[config.mk]
export PLATFORM = sky130hd
export DESIGN_NAME = mem_port_arbiter_flat
export DESIGN_NICKNAME = d
export VERILOG_FILES = /design/src/rtl/mem_arb_pkg.sv /design/src/rtl/mem_port_arbiter_if.sv /design/src/rtl/mem_arb_pick.sv /design/src/rtl/mem_port_arbiter.sv /design/src/flat_wrapper.sv
export SDC_FILE = /design/constraint.sdc
export NUM_CORES = 1
export LEC_CHECK = 0
export CORE_AREA = 2 2 96 98
export CTS_CLUSTER_DIAMETER = 120
export CTS_CLUSTER_SIZE = 28
export DETAILED_ROUTE_END_ITERATION = 16
export DIE_AREA = 0 0 98 100
export GPL_TIMING_DRIVEN = 1
export PLACE_DENSITY = 0.7
export RECOVER_POWER = 25
export SETUP_SLACK_MARGIN = 0.3
export SYNTH_ARGS = -nofsm -noshare
export SYNTH_HDL_FRONTEND = slang
export SYNTH_SLANG_ARGS = --single-unit
[constraint.sdc]
create_clock -name clk -period 2.9 [get_ports clk]
set_input_delay 0.87 -clock clk [delete_from_list [all_inputs] [get_ports clk]]
set_output_delay 0.87 -clock clk [all_outputs]
set_load 0.005 [all_outputs]
[src/rtl/mem_arb_pkg.sv]
// Shared owner encoding and starvation-counter sizing for the memory port arbiter.
// Used by the arbiter, its priority picker and bench monitors.
// No ports; constants and types only.
package mem_arb_pkg;

   typedef logic [1:0] owner_t;

   localparam owner_t OWN_NONE  = 2'd0;
   localparam owner_t OWN_HOST  = 2'd1;
   localparam owner_t OWN_DATA  = 2'd2;
   localparam owner_t OWN_FETCH = 2'd3;

   // Largest legal STARVE_MAX; the counter is sized to hold it.
   localparam int STARVE_LIMIT = 15;
   localparam int STARVE_W     = $clog2(STARVE_LIMIT + 1);

endpackage

[src/rtl/mem_port_arbiter_if.sv]
// Bundle of requester handshakes (host, data, fetch) plus the single memory port.
// slave : arbiter side (takes requests, drives grants/responses and mem_*).
// master: requester/memory side (drives requests and mem_rdata).
interface mem_port_arbiter_if #(
   parameter int AW = 16
);
   logic          host_lock;

   logic          h_req;
   logic          h_we;
   logic [AW-1:0] h_addr;
   logic [31:0]   h_wdata;
   logic [3:0]    h_wstrb;
   logic          h_gnt;
   logic          h_rvalid;

   logic          d_req;
   logic          d_we;
   logic [AW-1:0] d_addr;
   logic [31:0]   d_wdata;
   logic [3:0]    d_wstrb;
   logic          d_gnt;
   logic          d_rvalid;

   logic          i_req;
   logic [AW-1:0] i_addr;
   logic          i_gnt;
   logic          i_rvalid;

   logic [31:0]   rdata;

   logic          mem_en;
   logic [3:0]    mem_we;
   logic [AW-1:0] mem_addr;
   logic [31:0]   mem_wdata;
   logic [31:0]   mem_rdata;

   modport slave (
      input  host_lock,
      input  h_req, h_we, h_addr, h_wdata, h_wstrb,
      output h_gnt, h_rvalid,
      input  d_req, d_we, d_addr, d_wdata, d_wstrb,
      output d_gnt, d_rvalid,
      input  i_req, i_addr,
      output i_gnt, i_rvalid,
      output rdata,
      output mem_en, mem_we, mem_addr, mem_wdata,
      input  mem_rdata
   );

   modport master (
      output host_lock,
      output h_req, h_we, h_addr, h_wdata, h_wstrb,
      input  h_gnt, h_rvalid,
      output d_req, d_we, d_addr, d_wdata, d_wstrb,
      input  d_gnt, d_rvalid,
      output i_req, i_addr,
      input  i_gnt, i_rvalid,
      input  rdata,
      input  mem_en, mem_we, mem_addr, mem_wdata,
      output mem_rdata
   );

endinterface

[src/rtl/mem_arb_pick.sv]
// Combinational winner selection: host > data > fetch, fetch forced once starved.
// Ports: rst_n_i (low forces no winner), host_lock_i, *_req_i, starve_cnt_i -> winner_o.
// Zero latency; no state.
module mem_arb_pick
   import mem_arb_pkg::*;
#(
   parameter int STARVE_MAX = 4
) (
   input  logic                rst_n_i,
   input  logic                host_lock_i,
   input  logic                h_req_i,
   input  logic                d_req_i,
   input  logic                i_req_i,
   input  logic [STARVE_W-1:0] starve_cnt_i,
   output owner_t              winner_o
);

   logic fetch_ok;
   logic starved;

   assign fetch_ok = i_req_i && !host_lock_i;
   assign starved  = (starve_cnt_i == STARVE_W'(STARVE_MAX));

   always_comb begin
      winner_o = OWN_NONE;
      if (!rst_n_i) begin
         winner_o = OWN_NONE;
      end else if (starved && fetch_ok) begin
         // Override sits above the host so a starved fetch cannot be delayed further.
         winner_o = OWN_FETCH;
      end else if (h_req_i) begin
         winner_o = OWN_HOST;
      end else if (d_req_i && !host_lock_i) begin
         winner_o = OWN_DATA;
      end else if (fetch_ok) begin
         winner_o = OWN_FETCH;
      end
   end

endmodule

[src/rtl/mem_port_arbiter.sv]
// Shares one single-port memory between host, data and fetch; one grant per cycle.
// Ports: clk, rst (sync active-low), bus (slave modport: requests, grants, responses, mem_*).
// Grant is same-cycle; response is one cycle after grant with rdata = mem_rdata.
module mem_port_arbiter
   import mem_arb_pkg::*;
#(
   parameter int AW         = 16,
   parameter int STARVE_MAX = 4
) (
   input  logic               clk,
   input  logic               rst,
   mem_port_arbiter_if.slave  bus
);

   owner_t              winner;
   owner_t              owner_q, owner_d;
   logic [STARVE_W-1:0] starve_cnt_q, starve_cnt_d;

   logic [AW-1:0]       addr_sel;
   logic [31:0]         wdata_sel;
   logic [3:0]          we_sel;

   mem_arb_pick #(
      .STARVE_MAX (STARVE_MAX)
   ) u_pick (
      .rst_n_i      (rst),
      .host_lock_i  (bus.host_lock),
      .h_req_i      (bus.h_req),
      .d_req_i      (bus.d_req),
      .i_req_i      (bus.i_req),
      .starve_cnt_i (starve_cnt_q),
      .winner_o     (winner)
   );

   // Request mux onto the memory port; idle cycles park everything at zero.
   always_comb begin
      addr_sel  = '0;
      wdata_sel = '0;
      we_sel    = '0;
      case (winner)
         OWN_HOST: begin
            addr_sel  = bus.h_addr;
            wdata_sel = bus.h_wdata;
            we_sel    = bus.h_we ? bus.h_wstrb : 4'b0000;
         end
         OWN_DATA: begin
            addr_sel  = bus.d_addr;
            wdata_sel = bus.d_wdata;
            we_sel    = bus.d_we ? bus.d_wstrb : 4'b0000;
         end
         OWN_FETCH: begin
            addr_sel  = bus.i_addr;
         end
         OWN_NONE: begin
            addr_sel  = '0;
         end
      endcase
   end

   assign bus.h_gnt     = (winner == OWN_HOST);
   assign bus.d_gnt     = (winner == OWN_DATA);
   assign bus.i_gnt     = (winner == OWN_FETCH);
   assign bus.mem_en    = (winner != OWN_NONE);
   assign bus.mem_we    = we_sel;
   assign bus.mem_addr  = addr_sel;
   assign bus.mem_wdata = wdata_sel;

   // Responses follow the owner registered at grant time; holding reset low
   // suppresses any response still in flight.
   assign bus.h_rvalid  = rst && (owner_q == OWN_HOST);
   assign bus.d_rvalid  = rst && (owner_q == OWN_DATA);
   assign bus.i_rvalid  = rst && (owner_q == OWN_FETCH);
   assign bus.rdata     = bus.mem_rdata;

   always_comb begin
      owner_d      = winner;
      starve_cnt_d = starve_cnt_q;
      // Only a fetch that is eligible yet loses builds starvation credit.
      if (!bus.i_req || bus.host_lock || (winner == OWN_FETCH)) begin
         starve_cnt_d = '0;
      end else if (starve_cnt_q < STARVE_W'(STARVE_MAX)) begin
         starve_cnt_d = starve_cnt_q + 1'b1;
      end
   end

   always_ff @(posedge clk) begin
      if (!rst) begin
         owner_q      <= OWN_NONE;
         starve_cnt_q <= '0;
      end else begin
         owner_q      <= owner_d;
         starve_cnt_q <= starve_cnt_d;
      end
   end

endmodule
[src/flat_wrapper.sv]
// flat-port wrapper written by rule: the top's interface ports become plain ports
module mem_port_arbiter_flat import mem_arb_pkg::*;
#(
   parameter int AW         = 16,
   parameter int STARVE_MAX = 4
)
  (clk, rst, bus_host_lock, bus_h_req, bus_h_we, bus_h_addr, bus_h_wdata, bus_h_wstrb, bus_h_gnt, bus_h_rvalid, bus_d_req, bus_d_we, bus_d_addr, bus_d_wdata, bus_d_wstrb, bus_d_gnt, bus_d_rvalid, bus_i_req, bus_i_addr, bus_i_gnt, bus_i_rvalid, bus_rdata, bus_mem_en, bus_mem_we, bus_mem_addr, bus_mem_wdata, bus_mem_rdata);
  mem_port_arbiter_if #(.AW(AW)) bus_i ();
  input  logic clk;
  input  logic rst;
  input wire logic [$bits(bus_i.host_lock)-1:0] bus_host_lock;
  input wire logic [$bits(bus_i.h_req)-1:0] bus_h_req;
  input wire logic [$bits(bus_i.h_we)-1:0] bus_h_we;
  input wire logic [$bits(bus_i.h_addr)-1:0] bus_h_addr;
  input wire logic [$bits(bus_i.h_wdata)-1:0] bus_h_wdata;
  input wire logic [$bits(bus_i.h_wstrb)-1:0] bus_h_wstrb;
  output wire logic [$bits(bus_i.h_gnt)-1:0] bus_h_gnt;
  output wire logic [$bits(bus_i.h_rvalid)-1:0] bus_h_rvalid;
  input wire logic [$bits(bus_i.d_req)-1:0] bus_d_req;
  input wire logic [$bits(bus_i.d_we)-1:0] bus_d_we;
  input wire logic [$bits(bus_i.d_addr)-1:0] bus_d_addr;
  input wire logic [$bits(bus_i.d_wdata)-1:0] bus_d_wdata;
  input wire logic [$bits(bus_i.d_wstrb)-1:0] bus_d_wstrb;
  output wire logic [$bits(bus_i.d_gnt)-1:0] bus_d_gnt;
  output wire logic [$bits(bus_i.d_rvalid)-1:0] bus_d_rvalid;
  input wire logic [$bits(bus_i.i_req)-1:0] bus_i_req;
  input wire logic [$bits(bus_i.i_addr)-1:0] bus_i_addr;
  output wire logic [$bits(bus_i.i_gnt)-1:0] bus_i_gnt;
  output wire logic [$bits(bus_i.i_rvalid)-1:0] bus_i_rvalid;
  output wire logic [$bits(bus_i.rdata)-1:0] bus_rdata;
  output wire logic [$bits(bus_i.mem_en)-1:0] bus_mem_en;
  output wire logic [$bits(bus_i.mem_we)-1:0] bus_mem_we;
  output wire logic [$bits(bus_i.mem_addr)-1:0] bus_mem_addr;
  output wire logic [$bits(bus_i.mem_wdata)-1:0] bus_mem_wdata;
  input wire logic [$bits(bus_i.mem_rdata)-1:0] bus_mem_rdata;
  assign bus_i.host_lock = bus_host_lock;
  assign bus_i.h_req = bus_h_req;
  assign bus_i.h_we = bus_h_we;
  assign bus_i.h_addr = bus_h_addr;
  assign bus_i.h_wdata = bus_h_wdata;
  assign bus_i.h_wstrb = bus_h_wstrb;
  assign bus_h_gnt = bus_i.h_gnt;
  assign bus_h_rvalid = bus_i.h_rvalid;
  assign bus_i.d_req = bus_d_req;
  assign bus_i.d_we = bus_d_we;
  assign bus_i.d_addr = bus_d_addr;
  assign bus_i.d_wdata = bus_d_wdata;
  assign bus_i.d_wstrb = bus_d_wstrb;
  assign bus_d_gnt = bus_i.d_gnt;
  assign bus_d_rvalid = bus_i.d_rvalid;
  assign bus_i.i_req = bus_i_req;
  assign bus_i.i_addr = bus_i_addr;
  assign bus_i_gnt = bus_i.i_gnt;
  assign bus_i_rvalid = bus_i.i_rvalid;
  assign bus_rdata = bus_i.rdata;
  assign bus_mem_en = bus_i.mem_en;
  assign bus_mem_we = bus_i.mem_we;
  assign bus_mem_addr = bus_i.mem_addr;
  assign bus_mem_wdata = bus_i.mem_wdata;
  assign bus_i.mem_rdata = bus_mem_rdata;
  mem_port_arbiter #(.AW(AW), .STARVE_MAX(STARVE_MAX)) u_core (.clk(clk), .rst(rst), .bus(bus_i));
endmodule
==> impl_metrics.yaml, run 1 <==
status:
  status: "finished with violations"
  violations: "negative setup slack"
power_and_ir_drop:
  ir_worst_vdd_mv: 0.298
  power-per-cell-area_mw_per_mm2: 175
  p_leak_uw: 0.00190
sta:
  hold_viol: 0
  fin_ws_ns: -0.309
  slew_headroom: 0.851
  hold_ws_ns: 0.594
  layout_min_cycle_time_ns: 3.21
  tightest_slew_ns: 0.224
  setup_tns_ns: -13.11
  setup_viol: 55
  fin_skew_ns: 0.00353
  rsz0062_at_grt: "yes"
  final-max-slew-violation-count: 0
  timing.fmax_mhz: 312
  fin_crit_sh: 1.11
job:
  cap_violations: 0
worst_setup_path:
  worstSetupEndpointType: "output pin"
  path_class: "input pin to output pin"
  worstPathMaxFanout: 10
  worstPathArrival_ns: 2.34
  cp_data_required_time_ns: 2.03
  start_kind: "input pin"
synthesis:
  synthMuxAreaShare: 0
  avgSynthCellArea_um2: 6.94
  synth_adder_area_share: 0.0656
  synth.yosys.warnings: 0
  synth-simple-area-share: 0.258
  synth_compound_area_frac: 0.366
  synth_top_family_by_area: "compound AO/OA/AOI/OAI gates"
  yosysSeqAreaShare: 0.0787
  synth_area_mm2: 0.00153
  ys_seq_elements: 6
  synth-xor-area-share: 0
  syn_inst: 220
  syn-num-nets: 388
  synth_cell_type_count: 25
place:
  finalWeightedCongestion: 0.773
  place_hpwl_um: 5830
  io_buffer_count: 186
drt:
  drt-total-wl_um: 9610
  dr.pass1.iters: 4
  num_vias: 2530
  vias_per_cell: 4.63
  route.detailed.wl_per_inst_um: 17.6
  drtIter0Drc: 36
  route.detailed.drc: 0
  ant_nets: 0
finish:
  fin_nets: 606
  layout_commonest_cell: "clkdlybuf4s50_1"
  drive_gt1_frac: 0.534
  antenna_cells: 0
  final_cell_mix: "122 x clkdlybuf4s50_1, 50 x buf_2, 48 x a22oi_2"
  area_growth_pct: 207
floorplanning:
  pin_count: 251
  die_h_um: 100
  core_mm2: 0.00889
  initial_core_util: 0.172
  die_x_um: 98
  placementRows: 35
  dieArea_mm2: 0.00980
clock_network:
  clock_sinks: 6
  clk_latency_ns: 0.22
  cts_made_buffers: 3
  postCtsHoldBufs: 0
  cts_buffer_depth: 2
  cts_tree: "built"
  htree_levels: 1
  clk_pin_slew_ns: 0.03
  cts_root_buf: "clkbuf_8"
global_routing:
  antenna_found_initial: 0
  grt_pass1_wl_um: 14500
  grt_overflow: 0
  grt.total_usage: 0.182
  grt_max_degree: 17
  grt_pass1_vias: 2738
hold_path:
  hold_path_class: "register to register"
## layer usage
metal  routed length (um)  track usage
met1                 3840        0.218
met2                 5200        0.344
met3                  460       0.0230
met4                  100       0.0406
met5                    0            0
## timing repair
action,CTS,global route
cloned,11,1
pin swaps,29,24
setup endpoints to repair,59,59
setup buffers,40,6
resized for setup,338,39
## per-stage QoR
| step | total power [uW] | cell area (um2) | utilization | setup WS, ns | cells |
|---|---|---|---|---|---|
| floorplan | 253 | 1780 | - | 0.0690 | 220 |
| global placement | 499 | 3610 | 0.406 | -1.07 | 486 |
| detailed placement | 505 | 3610 | 0.406 | -1.10 | 486 |
| CTS | 784 | 4460 | 0.501 | -0.320 | 540 |
| global route | 860 | 4680 | 0.527 | -0.366 | 547 |
| finish | 817 | 4680 | 0.527 | -0.309 | 547 |
## flip-flops by register name, indices dropped and copies added (netlist names)
signal / cells
u_core.starve_cnt_q: 4
u_core.owner_q: 2
## path summary, 6_finish.rpt
check | startpoint | endpoint | slack (ns) | cells past startpoint
setup / recovery | bus_i_req | bus_mem_wdata[27] | -0.31 | 10
hold / removal | u_core.starve_cnt_q[3] | u_core.starve_cnt_q[3] | 0.59 | 3
setup reg to reg | u_core.starve_cnt_q[0] | u_core.starve_cnt_q[2] | 0.61 | 11
hold reg to reg | u_core.starve_cnt_q[3] | u_core.starve_cnt_q[3] | 0.59 | 3
## layout make-up
class	instances	area (um2)
clock buffers	3	41.3
multi-input cells	158	1600
repair buffers	263	2760
inverters	6	22.5
flip-flops and latches	6	121
well taps	111	139
fillers	814	4210
## report_power, final
| group | switching [uW] | internal, uW |
|---|---|---|
| sequential | 1.41 | 85.3 |
| combinational | 206 | 399 |
| clock | 36.6 | 89.2 |
| total | 244 | 573 |
## cells by family after synthesis
kind of cell / Yosys count
buffers and inverters: 56
AOI/OAI and AO/OA: 79
DFF: 6
adders and majority gates: 8
and+or+nand+nor: 71
## critical path, cell delays in order
cell	delay, ns
buf_6	0.10
nor2b_4	0.13
buf_6	0.11
o221a_4	0.29
ha_4	0.20
buf_12	0.13
buf_16	0.14
a22oi_2	0.18
nor2b_4	0.05
buf_2	0.12
## cell usage after synthesis
| master | number | share of area |
|---|---|---|
| or3_1 | 1 | 0.0041 |
| or3b_1 | 1 | 0.0057 |
| buf_6 | 1 | 0.0074 |
| nand2b_2 | 1 | 0.0057 |
| clkbuf_1 | 6 | 0.015 |
| a21oi_1 | 3 | 0.0098 |
| inv_1 | 6 | 0.015 |
| nor2_1 | 3 | 0.0074 |
| and3_1 | 1 | 0.0041 |
| o21ai_1 | 10 | 0.033 |
| and3b_1 | 1 | 0.0057 |
| o221a_1 | 4 | 0.030 |
| nand2b_1 | 1 | 0.0041 |
| nand3_1 | 8 | 0.026 |
| o221ai_1 | 2 | 0.011 |
| a22oi_1 | 48 | 0.24 |
| nand2_1 | 18 | 0.044 |
| ha_1 | 8 | 0.066 |
| nor2b_1 | 35 | 0.14 |
| buf_4 | 33 | 0.16 |
| o21ai_0 | 8 | 0.026 |
| dfxtp_1 | 6 | 0.079 |
| buf_2 | 10 | 0.033 |
| a21boi_1 | 4 | 0.020 |
| nand4bb_1 | 1 | 0.0074 |
Note: power is estimated with default switching activity, not from simulation.
==> run 2: changes to the inputs <==
--- a/config.mk
+++ b/config.mk
@@ -6,11 +6,14 @@
 export NUM_CORES = 1
 export LEC_CHECK = 0
-export CORE_AREA = 2 2 96 98
+export CELL_PAD_IN_SITES_DETAIL_PLACEMENT = 1
+export CELL_PAD_IN_SITES_GLOBAL_PLACEMENT = 2
+export CORE_AREA = 2 2 127 129
+export CTS_BUF_LIST = sky130_fd_sc_hd__clkbuf_8 sky130_fd_sc_hd__clkbuf_16
 export CTS_CLUSTER_DIAMETER = 120
 export CTS_CLUSTER_SIZE = 28
 export DETAILED_ROUTE_END_ITERATION = 16
-export DIE_AREA = 0 0 98 100
+export DIE_AREA = 0 0 129 131
 export GPL_TIMING_DRIVEN = 1
-export PLACE_DENSITY = 0.7
+export PLACE_DENSITY_LB_ADDON = 0.1
 export RECOVER_POWER = 25
 export SETUP_SLACK_MARGIN = 0.3
==> constraint.sdc (replaced) <==
create_clock -name clk -period 2.9 [get_ports clk]
set_input_delay 0.87 -clock clk [delete_from_list [all_inputs] [get_ports clk]]
set_output_delay 0.87 -clock clk [all_outputs]
set_load 0.05 [all_outputs]
==> impl_metrics.yaml, run 2 (synthesized netlist as in run 1, its figures left out) <==
global_routing:
  grt_overflow: 0
  grt.total_usage: 0.114
  antenna_found_initial: 0
  grt_pass1_wl_um: 14900
  grt_pass1_vias: 2615
  grt_max_degree: 21
drt:
  dr_wl_met2_um: 5910
  ant_nets: 0
  route.detailed.wl_per_inst_um: 17.0
  num_vias: 2440
  highest_layer: "met4"
  met1_length_um: 4020
  drt-total-wl_um: 10700
  wl_met3_um: 671
  dr.pass1.iters: 4
  drtIter0Drc: 32
  vias_per_cell: 3.88
  route.detailed.drc: 0
sta:
  rsz0062_at_grt: "yes"
  fin_ws_ns: -0.356
  final-max-slew-violation-count: 0
  layout_min_cycle_time_ns: 3.26
  fin_crit_sh: 1.12
  tightest_slew_ns: 0.395
  slew_headroom: 0.736
  fin_skew_ns: 0.000153
  timing.fmax_mhz: 307
  setup_viol: 55
  hold_viol: 0
finish:
  fin_nets: 583
  registers.top_by_ff_count: "u_core.starve_cnt_q"
  top_regs: "u_core.starve_cnt_q x4, u_core.owner_q x2"
  final_cells: 629
  antenna_cells: 0
  area_growth_pct: 281
  fill_cells: 1672
  layout_commonest_cell: "clkdlybuf4s50_1"
  final_cell_mix: "122 x clkdlybuf4s50_1, 73 x buf_12, 48 x a22oi_2"
  drive_gt1_frac: 0.600
  largest_reg_flops: 4
clock_network:
  cts_tree: "built"
  postCtsHoldBufs: 0
  cts_buffer_depth: 2
  clk_latency_ns: 0.23
  htree_levels: 1
  clock_sinks: 6
  cts_made_buffers: 3
  cts_root_buf: "clkbuf_16"
  clk_pin_slew_ns: 0.03
floorplanning:
  dieArea_mm2: 0.0169
  die_h_um: 131
  core_mm2: 0.0156
  placementRows: 46
  die_x_um: 129
  initial_core_util: 0.0979
  pin_count: 251
power_and_ir_drop:
  clock_power_share: 0.189
  power.switching_uw: 401
  seqPwrFrac: 0.074
  finalPower_uw: 1160
  p_sw_frac: 0.344
  p_leak_uw: 0.00200
  power_frac_comb: 0.737
  intPower_uw: 764
  ir_worst_vdd_mv: 0.221
  power-per-cell-area_mw_per_mm2: 200
worst_setup_path:
  worstSetupEndpointType: "output pin"
  worstPathMaxFanout: 5
  start_kind: "input pin"
  cp_data_required_time_ns: 2.03
  path_class: "input pin to output pin"
  worstPathArrival_ns: 2.39
  reg2reg_slack_ns: 0.52
job:
  cap_violations: 0
place:
  finalWeightedCongestion: 0.722
  dpl.cell_count: 590
  place_hpwl_um: 7310
  dpl_worst_slack_ns: -0.887
  io_buffer_count: 186
status:
  violations: "negative setup slack"
  status: "finished with violations"
hold_path:
  hold_path_class: "register to register"
==> run 2: worst max-delay path, cell delays in order <==
cell and delay, ns:
buf_8 0.11, nor2b_4 0.14, o221ai_4 0.15, buf_6 0.14, ha_4 0.17, buf_12 0.13, buf_12 0.12, buf_16 0.13
a22oi_2 0.19, o21ai_4 0.08, buf_12 0.15
==> run 2: cell type report <==
class                      instances  area (um2)  share of cell area
tap                              216         270              0.0464
inverter                           6        25.0             0.00430
clock buffer                       3        75.1              0.0129
timing repair buffer             240        3340               0.574
sequential                         6         121              0.0208
multi-input combinational        158        1990               0.341
==> run 2: stage by stage <==
stage,setup TNS (ns),hold WS [ns],area [um2],util
finish,-16.80,0.485,5820,0.373
floorplan,-8.03,0.448,2260,-
global placement,-44.17,0.488,4790,0.307
global route,-19.89,0.528,5820,0.373
detailed placement,-45.33,0.485,4790,0.307
CTS,-15.86,0.490,5630,0.361
==> run 2: timing repair <==
action                     in CTS  in global routing
setup buffers                  21                  3
gates cloned                    8                  4
pin swaps                      37                 24
gates resized for setup        88                 14
setup endpoints to repair      63                 56
==> run 2: final timing paths <==
| check | end | start | cells after the start |
|---|---|---|---|
| worst min-delay path | u_core.starve_cnt_q[3] | u_core.starve_cnt_q[3] | 2 |
| worst min register to register | u_core.starve_cnt_q[3] | u_core.starve_cnt_q[3] | 2 |
| worst max register to register | u_core.starve_cnt_q[2] | u_core.starve_cnt_q[0] | 11 |
| worst max-delay path | bus_mem_addr[5] | bus_host_lock | 11 |
==> run 2: power groups by stage <==
stage / Combinational [uW] / Sequential [uW] / Clock [uW]
final: 858 / 86.7 / 220
after global routing: 900 / 86.9 / 231
after detailed placement: 709 / 87.7 / 0
after CTS: 842 / 86.6 / 226
after floorplan: 439 / 87.6 / 0
after global placement: 703 / 87.7 / 0
==> run 2: layer usage <==
metal  vias to the layer above  GRT usage
met5                         -          0
met4                         0     0.0224
met3                        12     0.0224
met2                       100      0.218
met1                      1174      0.132
li1                       1154          -
